==> src/rtl/piano_pkg.sv <==
// piano_pkg: shared game state encoding and default sizing for the tile queue.
package piano_pkg;
  typedef enum logic [1:0] {IDLE = 2'd0, RUN = 2'd1, OVER = 2'd2} state_t;
  localparam int LANES = 4;
  localparam int DEPTH_DEF = 8;
  localparam int SCORE_MAX_DEF = 9999;
endpackage

==> src/rtl/key_edge.sv <==
// key_edge: registered rising-edge detector turning held lane keys into one-cycle presses.
module key_edge
  import piano_pkg::*;
(
  input  logic             clk,
  input  logic             rst,
  input  logic [LANES-1:0] key,
  output logic [LANES-1:0] press
);
  logic [LANES-1:0] prev_q, prev_d;
  always_comb prev_d = key;
  always_ff @(posedge clk or negedge rst)
    if (!rst) prev_q <= '0;
    else prev_q <= prev_d;
  assign press = key & ~prev_q;
endmodule

==> src/rtl/tile_queue.sv <==
// tile_queue: falling-tile shift queue with hit/miss scoring and IDLE/RUN/OVER game FSM.
module tile_queue
  import piano_pkg::*;
#(
  parameter int DEPTH     = DEPTH_DEF,
  parameter int SCORE_MAX = SCORE_MAX_DEF
) (
  input  logic               clk,
  input  logic               rst,
  input  logic               start,
  input  logic               spawn_tick,
  input  logic [2:0]         lane_in,
  input  logic [3:0]         key,
  output logic [DEPTH-1:0]   occ,
  output logic [2*DEPTH-1:0] lanes,
  output logic [3:0]         count,
  output logic [13:0]        score,
  output logic [1:0]         state,
  output logic               miss
);
  state_t             state_q, state_d;
  logic [2*DEPTH-1:0] slot_q, slot_d;
  logic [3:0]         count_q, count_d;
  logic [13:0]        score_q, score_d;
  logic               miss_q, miss_d;
  logic [3:0]         press;
  logic               run, hit, fail, push;
  logic [3:0]         idx;
  key_edge u_key_edge (.clk(clk), .rst(rst), .key(key), .press(press));
  always_comb begin
    run     = state_q == RUN;
    hit     = run && count_q != 4'd0 && press == (4'b1 << slot_q[1:0]);
    fail    = run && !hit && (press != 4'd0 || (spawn_tick && count_q == 4'(DEPTH)));
    push    = run && spawn_tick && !fail;
    // a same-cycle pop frees the slot below count, so the new tile lands one lower
    idx     = hit ? count_q - 4'd1 : count_q;
    state_d = state_q;
    count_d = count_q;
    score_d = score_q;
    slot_d  = slot_q;
    miss_d  = fail;
    occ     = '0;
    if (fail) state_d = OVER;
    else if (run) begin
      count_d = count_q + 4'(push) - 4'(hit);
      if (hit) score_d = score_q == 14'(SCORE_MAX) ? score_q : score_q + 14'd1;
      slot_d = hit ? slot_q >> 2 : slot_q;
      for (int k = 0; k < DEPTH; k++)
        if (push && idx == 4'(k)) slot_d[2*k +: 2] = lane_in[1:0];
    end else if (start) begin
      state_d = RUN;
      count_d = '0;
      score_d = '0;
      slot_d  = '0;
    end
    for (int k = 0; k < DEPTH; k++) occ[k] = 4'(k) < count_q;
  end
  always_ff @(posedge clk or negedge rst)
    if (!rst) begin
      state_q <= IDLE;
      slot_q  <= '0;
      count_q <= '0;
      score_q <= '0;
      miss_q  <= 1'b0;
    end else begin
      state_q <= state_d;
      slot_q  <= slot_d;
      count_q <= count_d;
      score_q <= score_d;
      miss_q  <= miss_d;
    end
  assign lanes = slot_q;
  assign count = count_q;
  assign score = score_q;
  assign state = state_q;
  assign miss  = miss_q;
endmodule

==> config.mk <==
export PLATFORM = sky130hd
export DESIGN_NAME = tile_queue
export DESIGN_NICKNAME = d
export VERILOG_FILES = /design/src/rtl/piano_pkg.sv /design/src/rtl/key_edge.sv /design/src/rtl/tile_queue.sv
export SDC_FILE = /design/constraint.sdc
export NUM_CORES = 1
export LEC_CHECK = 0
export BUFFER_PORTS_ARGS = -buffer_cell sky130_fd_sc_hd__buf_2
export CAP_MARGIN = 20
export CORE_MARGIN = 2
export CORE_UTILIZATION = 45
export DETAILED_ROUTE_END_ITERATION = 10
export GPL_ROUTABILITY_DRIVEN = 1
export PLACE_DENSITY = 0.79
export SLEW_MARGIN = 40
export SYNTH_ARGS = -nofsm -noshare
export SYNTH_HDL_FRONTEND = slang
export SYNTH_SLANG_ARGS = --single-unit
==> constraint.sdc <==
create_clock -name clk -period 8 [get_ports clk]
set_input_delay 0.4 -clock clk [delete_from_list [all_inputs] [get_ports clk]]
set_output_delay 0.4 -clock clk [all_outputs]
set_load 0.01 [all_outputs]
==> summary.md <==
| Metric | Value |
|---|---|
| Period utilization | 46.91% |
| Final instance area | 2962 µm² |
| Core Rows | 27 |
| Die width | 78.65 µm |
| Root Buffer | clkbuf_8 |
| RSZ-0062 raised after global routing | no |
| Largest net degree at the start of global routing | 42 |
| Via count | 2,082 |
| Post-CTS Setup Inserts | 0 |
| Clock Pin Slew Worst Setup and Hold Paths | 0.08 ns |
| GRT overflow | 0 |
| Fmax | 0.2665 GHz |
| CTS resizes | 0 |
| Dpl cell area | 2833 µm² |
| Fraction of registers with async set or reset after synthesis | 100.0% |
| Diode count | 0 |
| YS warnings | 0 |
| CTS tree | built |
| Worst reg2reg path depth | 15 |
| # IOs | 56 |
| Final wirelength | 5.790 mm |
| Syn_nets | 277 |
| CTS Buffer Depth | 2 |
| Maxcap violations | 0 |
| CP Max Fanout | 19 |
| WL per Instance | 15.28 µm |
| DRC Markers | 0 |
| Core Area | 5439 µm² |
| Leakage | 1.491 nW |
| First-pass GRT wire length | 9.687 mm |
| Final count of hold timing violations | 0 |
| Register area share after synthesis | 40.92% |
| Net count, final | 331 |
| EDFF count, synth | 0 |
| Final setup vio count | 0 |
| Via/cell ratio | 5.493 |
| I/O Buffers | 54 |
| CP endpoint kind | flop |
| Startpoint class of the critical path | flop |
| Yosys top cell by area | dfrtp_1 |
| CTS buffer count | 5 |
| Setup crit start | count[3]$_DFFE_PN0P_ |
| Max Transition Viols Final | 0 |
| DP HPWL | 4.166 mm |
| Worst skew pair latency | 0.30 ns |
| Worst hold path class | primary input to asynchronous set/reset pin |
| Final Instance Count excl. Fillers | 379 |
| Final Wtd Congestion | 0.8681 |
| Status | completed |
| Area contributors post-synth | dfrtp_1 (41%), ha_1 (6.5%), mux2i_1 (5.2%) |
| Post-Syn Area per Cell | 9.950 µm² |
| CTS H-tree lvls | 2 |
| Skew final | 0.008980 ns |
| Initial antenna violation count | 0 |
| Fin crit period | 3.753 ns |
| # placed instances | 370 |
| Detailed Route Iter0 Violations | 106 |
| Setup CP Type | flop to flop |
| R2R setup slack | 4.25 ns |
| Proportion of layout cells with a drive suffix above 1 | 24.43% |
| Synth top area share | 40.92% |
| Area delta synth->final | 18.11% |
| WP data arrival | 3.95 ns |
| Clk sinks | 41 |
| Die ar. | 6185 µm² |
| Synth Cell Area | 2507 µm² |
| Flops & latches, synth | 41 |
| Pwr dens | 180.5 nW/µm² |
| Vias in the first global route | 2,028 |
| Relative slew margins | 50.36% |
| CTS Hold Bufs | 0 |
| Starting Density | 46.10% |
| 1st-pass router iterations | 4 |
| Yosys cell types | 49 |
| Maximum vdd drop | 0.00009913 V |
| Die Y | 78.65 µm |
| Reg-to-reg critical path startpoint | count[3]$_DFFE_PN0P_ |
| CP required | 8.19 ns |
| Reg2reg end | count[2]$_DFFE_PN0P_ |
| Synth Flop Type | dfrtp_1 |
| Fill count | 502 |
| Detail Route Antenna Nets | 0 |
| Setup TNS | 0 ns |
| Setup crit end | count[2]$_DFFE_PN0P_ |
| Worst Max-Slew Pin Slew | 0.7397 ns |
| Gr usage total | 19.74% |
| Post-Syn Instances | 252 |
==> area by class of cell <==
class	instances	area, µm²	share of cell area, %
multi-input cells	191	1401	47.32
flip-flops and latches	41	1026	34.64
repair buffers	55	284.0	9.590
well taps	72	90.09	3.042
clock buffers	5	68.82	2.324
clock inverters	3	46.29	1.563
inverters	12	45.04	1.521
==> flip-flops by register name (all words and copies together) (netlist names) <==
name,count
state,2
lanes,16
count,4
score,14
u_key_edge.prev_q,4
miss,1
==> per-stage QoR <==
stage / setup WS, ns / hold WS [ns] / total power [mW] / util (%)
detailed placement: 4.026 / 0.4161 / 0.3652 / 52.08
global placement: 4.089 / 0.4867 / 0.3626 / 52.04
CTS: 4.001 / 0.08494 / 0.5357 / 54.20
floorplan: 4.503 / 0.1044 / 0.3251 / -
global route: 4.029 / 0.1071 / 0.5616 / 54.45
finish: 4.247 / 0.06117 / 0.5344 / 54.45
==> synthesized netlist by cell type (all sizes together) (5+ instances only) <==
cell type	n
dfrtp	41
nand2	27
nor2	25
ha	13
mux2i	13
inv	12
xor2	11
a22oi	9
a22o	8
o21ai	8
a21o	7
nand3	7
xnor2	7
nor3	6
a21oi	5
nand2b	5
==> worst max-delay path, stage by stage, from the launching register on <==
cell	delay, ns
dfrtp_1	0.53
inv_1	0.20
ha_1	0.30
nand2_1	0.12
o31ai_1	0.11
a211o_4	0.37
nor3_4	0.30
buf_6	0.23
or2_2	0.20
nand2_1	0.07
ha_1	0.27
inv_1	0.04
ha_1	0.20
fa_1	0.40
xnor2_1	0.14
a22o_1	0.18
==> cells by family after synthesis <==
family / Yosys count / share of synthesized area, %
AND/OR/NAND/NOR: 92 / 20.56
buffers and inverters: 20 / 3.293
AO/OA/AOI/OAI: 53 / 16.02
XOR/XNOR: 18 / 6.287
multiplexers: 13 / 5.189
flip-flops: 41 / 40.92
adder cells (fa/ha/maj): 15 / 7.735
==> placed cells by master, fill, tap and decap left out, types with 2 or more instances in the layout <==
cell / instances
buf_2: 53
dfrtp_1: 41
nand2_1: 27
nor2_1: 24
mux2i_1: 13
ha_1: 13
inv_1: 12
xor2_1: 11
a22oi_1: 9
a22o_1: 8
xnor2_1: 7
nand3_1: 7
a21o_1: 7
nand2b_1: 5
a21oi_1: 5
o21ai_0: 5
clkbuf_8: 5
nor2b_1: 4
nor3_1: 4
nand4_1: 4
nor4b_1: 3
o21ai_1: 3
o21bai_1: 3
a31oi_1: 2
nor4_4: 2
nor4_1: 2
==> routing by layer <==
layer,share of wire [%],track usage [%]
met1,45,25.94
met2,48,32.22
met3,5.4,4.138
met4,1.9,7.018
met5,0,0
==> power by group <==
group / switching [mW] / internal, mW / total (mW)
registers: 0.00977 / 0.217 / 0.227
clock network: 0.0769 / 0.0934 / 0.170
logic: 0.0967 / 0.0409 / 0.138
total: 0.183 / 0.351 / 0.534
==> worst min path at each step <==
stage	from	end	slack, ns	cells after the start
floorplan	rst	count[0]$_DFFE_PN0P_	0.10	0
global route	rst	score[7]$_DFFE_PN0P_	0.11	1
CTS	rst	score[7]$_DFFE_PN0P_	0.08	1
global placement	lanes[8]$_DFFE_PN0P_	lanes[8]$_DFFE_PN0P_	0.49	1
detailed placement	rst	miss$_DFF_PN0_	0.42	1
finish	rst	score[11]$_DFFE_PN0P_	0.06	1
No activity file was read; power rests on OpenSTA's default activity.
